==> src/rtl/alu_pkg.sv <==
// Shared definitions for the ALU command sequencer.
// Holds the datapath widths, ALU op codes, command type codes and the
// sequencer FSM state encoding.
package alu_pkg;

    localparam int DATA_W = 4;
    localparam int NREG   = 4;
    localparam int REG_AW = $clog2(NREG);

    localparam logic [1:0] OP_ADD = 2'b00;
    localparam logic [1:0] OP_AND = 2'b01;

    localparam logic CMD_LOAD = 1'b0;
    localparam logic CMD_ALU  = 1'b1;

    typedef enum logic [1:0] {
        ST_IDLE  = 2'd0,
        ST_ISSUE = 2'd1,
        ST_WB    = 2'd2
    } state_t;

endpackage

==> src/rtl/alu_op_sequencer_if.sv <==
// Command bus into the ALU sequencer.
// Handshake: a command transfers on a rising clk edge where cmd_valid and
// cmd_ready are both high; the command fields must be stable while
// cmd_valid is high, and cmd_ready may drop without waiting for cmd_valid.
//   master : drives cmd_valid, cmd_type, cmd_op, cmd_rd, cmd_rs1, cmd_rs2, cmd_imm
//   slave  : drives cmd_ready
interface alu_op_sequencer_if;
    import alu_pkg::*;

    logic              cmd_valid;
    logic              cmd_ready;
    logic              cmd_type;
    logic [1:0]        cmd_op;
    logic [REG_AW-1:0] cmd_rd;
    logic [REG_AW-1:0] cmd_rs1;
    logic [REG_AW-1:0] cmd_rs2;
    logic [DATA_W-1:0] cmd_imm;

    modport master (
        output cmd_valid, cmd_type, cmd_op, cmd_rd, cmd_rs1, cmd_rs2, cmd_imm,
        input  cmd_ready
    );

    modport slave (
        input  cmd_valid, cmd_type, cmd_op, cmd_rd, cmd_rs1, cmd_rs2, cmd_imm,
        output cmd_ready
    );

endinterface

==> src/rtl/alu_regfile.sv <==
// NREG x DATA_W register file for the ALU sequencer.
// Ports: clk, rst_n (async active-low clear), one synchronous write port
// (we/waddr/wdata) and three combinational read ports (rs1, rs2, dbg).
module alu_regfile
    import alu_pkg::*;
(
    input  logic              clk,
    input  logic              rst_n,
    input  logic              we,
    input  logic [REG_AW-1:0] waddr,
    input  logic [DATA_W-1:0] wdata,
    input  logic [REG_AW-1:0] raddr1,
    output logic [DATA_W-1:0] rdata1,
    input  logic [REG_AW-1:0] raddr2,
    output logic [DATA_W-1:0] rdata2,
    input  logic [REG_AW-1:0] dbg_addr,
    output logic [DATA_W-1:0] dbg_data
);

    logic [DATA_W-1:0] mem [NREG];

    always_ff @(posedge clk or negedge rst_n) begin
        if (!rst_n) begin
            for (int i = 0; i < NREG; i++) begin
                mem[i] <= '0;
            end
        end else if (we) begin
            mem[waddr] <= wdata;
        end
    end

    assign rdata1   = mem[raddr1];
    assign rdata2   = mem[raddr2];
    assign dbg_data = mem[dbg_addr];

endmodule

==> src/rtl/alu_op_sequencer.sv <==
// Command sequencer placed upstream of a combinational 4-bit ALU.
// Accepts LOAD / ALU commands on the cmd bus, drives registered operands and
// op select to the ALU, and writes the result (or immediate) back into the
// register file.
// Ports:
//   clk, rst_n       : clock, async active-low reset
//   cmd              : command bus (slave side)
//   alu_a/b/op_sel   : registered ALU inputs; alu_result: ALU output
//   wb_valid/rd/data : write-back pulse, destination and value
//   z_flag, op_count : last written value was zero; completed command count
//   dbg_addr/data    : combinational register file peek
//   dbg_state        : current FSM state
module alu_op_sequencer
    import alu_pkg::*;
(
    input  logic              clk,
    input  logic              rst_n,
    alu_op_sequencer_if.slave cmd,
    output logic [DATA_W-1:0] alu_a,
    output logic [DATA_W-1:0] alu_b,
    output logic [1:0]        alu_op_sel,
    input  logic [DATA_W-1:0] alu_result,
    output logic              wb_valid,
    output logic [REG_AW-1:0] wb_rd,
    output logic [DATA_W-1:0] wb_data,
    output logic              z_flag,
    output logic [7:0]        op_count,
    input  logic [REG_AW-1:0] dbg_addr,
    output logic [DATA_W-1:0] dbg_data,
    output state_t            dbg_state
);

    state_t            state_q, state_d;
    logic              accept, do_load, do_alu;
    logic              we;
    logic [REG_AW-1:0] waddr, rd_q;
    logic [DATA_W-1:0] wdata, rs1_data, rs2_data;

    // rst_n is folded in so the bus never sees ready during reset.
    assign cmd.cmd_ready = (state_q == ST_IDLE) && rst_n;
    assign accept        = cmd.cmd_valid && cmd.cmd_ready;
    assign do_load       = accept && (cmd.cmd_type == CMD_LOAD);
    assign do_alu        = accept && (cmd.cmd_type == CMD_ALU);

    always_comb begin
        state_d = state_q;
        we      = 1'b0;
        waddr   = cmd.cmd_rd;
        wdata   = cmd.cmd_imm;
        case (state_q)
            ST_IDLE: begin
                if (do_alu) begin
                    state_d = ST_ISSUE;
                end else if (do_load) begin
                    // LOAD writes on its accept edge, no ISSUE cycle.
                    state_d = ST_WB;
                    we      = 1'b1;
                end
            end
            ST_ISSUE: begin
                state_d = ST_WB;
                we      = 1'b1;
                waddr   = rd_q;
                wdata   = alu_result;
            end
            ST_WB:   state_d = ST_IDLE;
            default: state_d = ST_IDLE;
        endcase
    end

    always_ff @(posedge clk or negedge rst_n) begin
        if (!rst_n) begin
            state_q    <= ST_IDLE;
            alu_a      <= '0;
            alu_b      <= '0;
            alu_op_sel <= '0;
            rd_q       <= '0;
            wb_rd      <= '0;
            wb_data    <= '0;
            z_flag     <= 1'b0;
            op_count   <= '0;
        end else begin
            state_q <= state_d;
            // Operands come from the pre-write register values, so rd may
            // alias rs1/rs2 safely.
            if (do_alu) begin
                alu_a      <= rs1_data;
                alu_b      <= rs2_data;
                alu_op_sel <= cmd.cmd_op;
                rd_q       <= cmd.cmd_rd;
            end
            if (we) begin
                wb_rd    <= waddr;
                wb_data  <= wdata;
                z_flag   <= (wdata == '0);
                op_count <= op_count + 8'd1;
            end
        end
    end

    assign wb_valid  = (state_q == ST_WB);
    assign dbg_state = state_q;

    alu_regfile u_regfile (
        .clk      (clk),
        .rst_n    (rst_n),
        .we       (we),
        .waddr    (waddr),
        .wdata    (wdata),
        .raddr1   (cmd.cmd_rs1),
        .rdata1   (rs1_data),
        .raddr2   (cmd.cmd_rs2),
        .rdata2   (rs2_data),
        .dbg_addr (dbg_addr),
        .dbg_data (dbg_data)
    );

endmodule

==> src/flat_wrapper.sv <==
// flat-port wrapper written by rule: the top's interface ports become plain ports
module alu_op_sequencer_flat import alu_pkg::*;
  (clk, rst_n, alu_a, alu_b, alu_op_sel, alu_result, wb_valid, wb_rd, wb_data, z_flag, op_count, dbg_addr, dbg_data, dbg_state, cmd_cmd_valid, cmd_cmd_type, cmd_cmd_op, cmd_cmd_rd, cmd_cmd_rs1, cmd_cmd_rs2, cmd_cmd_imm, cmd_cmd_ready);
  alu_op_sequencer_if cmd_i ();
  input  logic clk;
  input  logic rst_n;
  output logic [DATA_W-1:0] alu_a;
  output logic [DATA_W-1:0] alu_b;
  output logic [1:0] alu_op_sel;
  input  logic [DATA_W-1:0] alu_result;
  output logic wb_valid;
  output logic [REG_AW-1:0] wb_rd;
  output logic [DATA_W-1:0] wb_data;
  output logic z_flag;
  output logic [7:0] op_count;
  input  logic [REG_AW-1:0] dbg_addr;
  output logic [DATA_W-1:0] dbg_data;
  output state_t dbg_state;
  input wire logic [$bits(cmd_i.cmd_valid)-1:0] cmd_cmd_valid;
  input wire logic [$bits(cmd_i.cmd_type)-1:0] cmd_cmd_type;
  input wire logic [$bits(cmd_i.cmd_op)-1:0] cmd_cmd_op;
  input wire logic [$bits(cmd_i.cmd_rd)-1:0] cmd_cmd_rd;
  input wire logic [$bits(cmd_i.cmd_rs1)-1:0] cmd_cmd_rs1;
  input wire logic [$bits(cmd_i.cmd_rs2)-1:0] cmd_cmd_rs2;
  input wire logic [$bits(cmd_i.cmd_imm)-1:0] cmd_cmd_imm;
  output wire logic [$bits(cmd_i.cmd_ready)-1:0] cmd_cmd_ready;
  assign cmd_i.cmd_valid = cmd_cmd_valid;
  assign cmd_i.cmd_type = cmd_cmd_type;
  assign cmd_i.cmd_op = cmd_cmd_op;
  assign cmd_i.cmd_rd = cmd_cmd_rd;
  assign cmd_i.cmd_rs1 = cmd_cmd_rs1;
  assign cmd_i.cmd_rs2 = cmd_cmd_rs2;
  assign cmd_i.cmd_imm = cmd_cmd_imm;
  assign cmd_cmd_ready = cmd_i.cmd_ready;
  alu_op_sequencer u_core (.clk(clk), .rst_n(rst_n), .cmd(cmd_i), .alu_a(alu_a), .alu_b(alu_b), .alu_op_sel(alu_op_sel), .alu_result(alu_result), .wb_valid(wb_valid), .wb_rd(wb_rd), .wb_data(wb_data), .z_flag(z_flag), .op_count(op_count), .dbg_addr(dbg_addr), .dbg_data(dbg_data), .dbg_state(dbg_state));
endmodule
==> config.mk <==
export PLATFORM = sky130hd
export DESIGN_NAME = alu_op_sequencer_flat
export DESIGN_NICKNAME = d
export VERILOG_FILES = /design/src/rtl/alu_pkg.sv /design/src/rtl/alu_op_sequencer_if.sv /design/src/rtl/alu_regfile.sv /design/src/rtl/alu_op_sequencer.sv /design/src/flat_wrapper.sv
export SDC_FILE = /design/constraint.sdc
export NUM_CORES = 1
export LEC_CHECK = 0
export ABC_AREA = 1
export CAP_MARGIN = 20
export CELL_PAD_IN_SITES_DETAIL_PLACEMENT = 0
export CELL_PAD_IN_SITES_GLOBAL_PLACEMENT = 1
export CORE_MARGIN = 2
export CORE_UTILIZATION = 39
export CTS_BUF_LIST = sky130_fd_sc_hd__clkbuf_16
export CTS_CLUSTER_DIAMETER = 80
export DETAILED_ROUTE_END_ITERATION = 7
export GPL_TIMING_DRIVEN = 0
export PLACE_DENSITY_LB_ADDON = 0.15
export SYNTH_ARGS = -nofsm -noshare
export SYNTH_HDL_FRONTEND = slang
export SYNTH_SLANG_ARGS = --single-unit
==> constraint.sdc <==
create_clock -name clk -period 3.7 [get_ports clk]
set_clock_uncertainty 0.05 [all_clocks]
set_input_delay 1.11 -clock clk [delete_from_list [all_inputs] [get_ports clk]]
set_output_delay 1.11 -clock clk [all_outputs]
set_load 0.02 [all_outputs]
* Word level (Yosys, flattened, before mapping)
Cells that the tools add are included.
** Storage, ports and cells
- Bits in registers :: 45
- Input bits :: 22
- Logic and storage cells :: 54
- Output and inout bits :: 33
** Cells by class
- Multiplexer cells :: 20
- Reductions and logical operators :: 7
- $add $sub $neg :: 1
- $lt $le $gt $ge :: 5
- Equal/unequal tests :: 3
- Bitwise gates (word level) :: 5
** Operators with widths (count)
- 4-bit 2-to-1 mux :: 8
- 4-bit binary-select mux with 2-bit select :: 3
- 16-bit bitwise mux :: 1
- 3-bit >= comparator (second input constant) :: 4
- 2-bit inverter with 3-bit output :: 4
- 8-bit by 1-bit adder with 8-bit output (second input constant) :: 1
- 4-bit demux with 2-bit select :: 1
- 2-bit 2-to-1 mux :: 3
- 1-bit logical AND :: 5
- 4-bit zero test :: 1
- 2-bit case mux with 2 select lines :: 1
- 3-bit by 1-bit less-than comparator with 1-bit output (second input constant) :: 1
- 3-bit by 1-bit != test with 1-bit output (second input constant) :: 1
- 2-bit by 1-bit equality test with 1-bit output (second input constant) :: 1
- 2-bit equality test (second input constant) :: 1
- 2-bit zero test :: 1
- 1-bit 2-to-1 mux :: 2
- 1-bit case mux with 2 select lines :: 1
- 1-bit inverter :: 1

* Logic depth before layout (Yosys ltp)
- Word-level depth :: 8
- Depth in mapped cells :: 8
- Depth with buffers taken out :: 8

* Hierarchy
From an unflattened synthesis, not the netlist that was laid out.
** Unflattened totals
- Cells, all modules :: 348
- Area total of the unflattened synthesis :: 2506.2 sq um
** By module, submodules not included
- alu_op_sequencer :: times used 1, sequential area each 725.7 sq um, area each 1371.3 sq um, cells an instance 167
- alu_regfile :: times used 1, sequential area each 400.4 sq um, area each 1134.8 sq um, cells an instance 181

* Worst setup path before layout
OpenSTA, ideal clock, no wires.
- Kind :: in2out
- Start point :: input port dbg_addr[0]
- End point :: output port dbg_data[1]
- Stages :: 5
- Arrival :: 1.844 ns
- Path slack :: 0.696 ns
- Buffers on the path :: 1
- Data required time :: 2.540 ns
- Path through :: inv_1 > buf_2 > o21ai_0 > a21oi_1 > a21oi_1
** Between the ends
- Cells in the longest elaborated chain, start to end :: 4
** RTL lines
- start: declaration :: RTL line flat_wrapper.sv:16 : input logic [REG_AW-1:0] dbg_addr;
- 2-bit inverter with 3-bit output (not written as such) :: RTL line alu_regfile.sv:34 : assign dbg_data = mem[dbg_addr];
- 4-bit binary-select mux with 2-bit select :: RTL line alu_regfile.sv:34
- 4-bit 2-to-1 mux (not written as such) (2 in series) :: RTL line alu_regfile.sv:34
- end: declaration :: RTL line flat_wrapper.sv:17 : output logic [DATA_W-1:0] dbg_data;
Every way passes these cells. The select of a mux whose other input is x is not followed.

* Worst setup path in the final report
- Start point :: input port rst_n
- End point :: output port cmd_cmd_ready
** Between the ends
- Cells in the longest elaborated chain, start to end :: 1
** RTL lines
- start: declaration :: RTL line flat_wrapper.sv:6 : input logic rst_n;
- 1-bit logical AND :: RTL line alu_op_sequencer.sv:40 : assign cmd.cmd_ready = (state_q == ST_IDLE) && rst_n;
- end: declaration :: RTL line flat_wrapper.sv:26 : output wire logic [$bits(cmd_i.cmd_ready)-1:0] cmd_cmd_ready;
Every way passes these cells.

==> impl_metrics.toml <==
[die]
rows = 29
die_x_um = 84.9
coreArea_sq_um = 6350
initial_core_util_pct = 40.2
die-area_sq_um = 7210
chipHeight_um = 84.9
io_pins = 55

[clock_tree]
cts_tree = "yes"
worstSkewPairLatency_ns = 0.29
clock_path_buffers = 2
ctsHoldBuffers = 0
cts_resized = 10
postCtsSetupRepairBufs = 0
clkTransAtPathRegs_ns = 0.06
cts_made_buffers = 5
htree_num_levels = 2
cts_sinks = 45
cts_root_buf = "clkbuf_16"

[final_layout]
fill_cells = 620
finalNetCount = 417
syn_to_final_growth_pct = 29.1
drive_gt1_share_pct = 11.4
fin_util_pct = 52.0
fin_cells = 472
antenna_cells = 0

[yosys]
ys_ff_latch = 45
synth_cell_types = 25
yosysMostFrequentCell = "nand2_1"
seq_area_frac_synth_pct = 44.1
synthArstFlopShare_pct = 100
syn_inst = 336
synth_top_area_share_pct = 44.1
synth_commonest_cells = "nand2_1, dfrtp_1, nand3_1"
synth_fp_nets = 359
ys_top_cells_by_area = "dfrtp_1, nand2_1, nand3_1"
avgSynthCellArea_sq_um = 7.60
yosys.area.top_type = "dfrtp_1"
synth_edf_count = 0
syn_area_sq_um = 2550
ys_warn_count = 0
synth_flop_cell = "dfrtp_1"

[place]
hpwl_um = 4650
io_buffers = 50
gp_congestion = 0.784
placed_cells = 464
dp_slack_ns = -0.369

[global_route]
grt_overflow = 0
grt_pass1_vias = 2275
grt_max_degree = 30
grt_util_all_layers_pct = 18.7
antenna_found_initial = 0
grt_first_pass_wirelength_um = 10900

[sta]
fin_crit_ns = 3.54
finalSetupTns_ns = 0
setup_ws_ns = 0.160
rsz0062_at_grt = "no"
finalHoldViolations = 0
slew_violations = 0
setup_viol = 0
clock.fmax_mhz = 283
post-route-period-util_pct = 95.7
tightestPinTransition_ns = 0.447
relSlewSlack_pct = 70.2

[detailed_routing]
ant_nets = 0
num_vias = 2360
drt-initial-drc-count = 112
routed_wl_um = 6290
firstDrtPassIters = 4
drc = 0
vias_per_cell = 5.00
drt-wirelength-per-cell_um = 13.3

[critical_path]
worst-path-buf-inv = 2
start_kind = "input pin"
crit_type = "in -> out"
cp_cell_sequence = "buf_2 > nor3b_2 > clkdlybuf4s50_1"
required_ns = 2.54
reg2reg_slack_ns = 2.29
end_kind = "output port"
arrival_ns = 2.38
slowest_delay_ns = 0.63
cp_top_family = "buffers and inverters"
cp_slowest_cell = "clkdlybuf4s50_1"
critPathMaxFanout = 19

[power]
power_density_nw_per_um2 = 550
power.total_mw = 1.81
ir_drop_uv = 296
p_leak_nw = 1.65

[job]
drv_cap = 0

[hold_path]
holdCritPathClass = "reg -> reg"

[status]
status = "finished clean"
-- sequential cells by signal, indices dropped and copies added, names as in the netlist, 2 cells and up --
| signal | flops |
|---|---|
| u_core.wb_rd | 2 |
| u_core.u_regfile.mem | 16 |
| u_core.dbg_state | 2 |
| u_core.op_count | 8 |
| u_core.wb_data | 4 |
| u_core.alu_op_sel | 2 |
| u_core.rd_q | 2 |
| u_core.alu_b | 4 |
| u_core.alu_a | 4 |
-- layout make-up --
type / instances / area [sq um] / share of cell area [%]
multi-input combinational: 250 / 1230 / 37.2
sequential: 45 / 1130 / 34.1
timing repair buffer: 51 / 505 / 15.3
clock buffer: 5 / 125 / 3.79
buffer: 16 / 106 / 3.22
inverter: 25 / 96.3 / 2.92
tap: 77 / 96.3 / 2.92
clock inverter: 3 / 17.5 / 0.531
-- cells by family (layout without fill, tap and decap cells) --
group,count (synthesis),in the layout,share of synthesized area [%]
and+or+nand+nor,193,193,35.5
AOI/OAI and AO/OA,54,54,11.4
DFF,45,45,44.1
buffers and inverters,41,100,7.93
xor gates and xnor gates,2,2,0.686
adders and majority gates,1,1,0.490
-- final timing paths --
kind                                     start                       to  cells past startpoint
hold / removal                 u_core.wb_rd[1]          u_core.wb_rd[1]                      2
min in group asynchronous                rst_n            u_core.z_flag                      1
setup / recovery                         rst_n            cmd_cmd_ready                      3
hold reg to reg                u_core.wb_rd[1]          u_core.wb_rd[1]                      2
setup reg to reg           u_core.dbg_state[1]  u_core.u_regfile.mem[0]                      8
max in group asynchronous                rst_n  u_core.u_regfile.mem[4]                      2
-- worst reg2reg max path, delay by kind of cell (launching register included) --
| kind | cells | cell delay (ns) |
|---|---|---|
| simple gates | 7 | 0.65 |
| flops | 1 | 0.44 |
| buf+inv | 1 | 0.16 |
-- through the flow --
step,hold WS (ns),instance area [sq um]
floorplan,0.392,2550
global placement,0.407,3150
detailed placement,0.413,3170
finish,0.426,3300
global route,0.462,3300
CTS,0.432,3300
-- cell usage in the layout, fill, tap and decap left out --
master	n
nand2_1	134
dfrtp_1	45
inv_1	24
dlygate4sd2_1	2
buf_4	2
nand4_1	3
nor2_8	1
nand2_2	7
clkbuf_16	5
inv_4	1
o211ai_1	8
nand3b_1	1
nand2_8	1
o21ai_0	20
clkinv_2	1
clkbuf_1	3
nand3_1	29
nand2_4	6
nor2_4	4
o21ai_1	6
nor3b_2	1
clkinv_1	1
dlymetal6s2s_1	1
buf_2	10
a21oi_1	20
xnor2_1	1
clkdlybuf4s50_1	44
nor2_1	6
buf_6	4
ha_1	1
clkinv_4	1
buf_12	1
xor2_1	1
-- layer usage --
metal	vias to the layer above	global-route usage [%]	wire length, um
met3	7	3.40	281
li1	1195	-	-
met1	1106	25.6	3020
met5	-	0	0
met4	0	6.20	81
met2	52	30.2	2910
-- power breakdown --
part | leakage (nW) | total, mW | switching [mW] | internal, mW
Clock | 0.0712 | 0.436 | 0.188 | 0.248
Combinational | 0.999 | 0.629 | 0.356 | 0.273
Sequential | 0.575 | 0.750 | 0.123 | 0.627
Power figures use the tool's default switching activity.
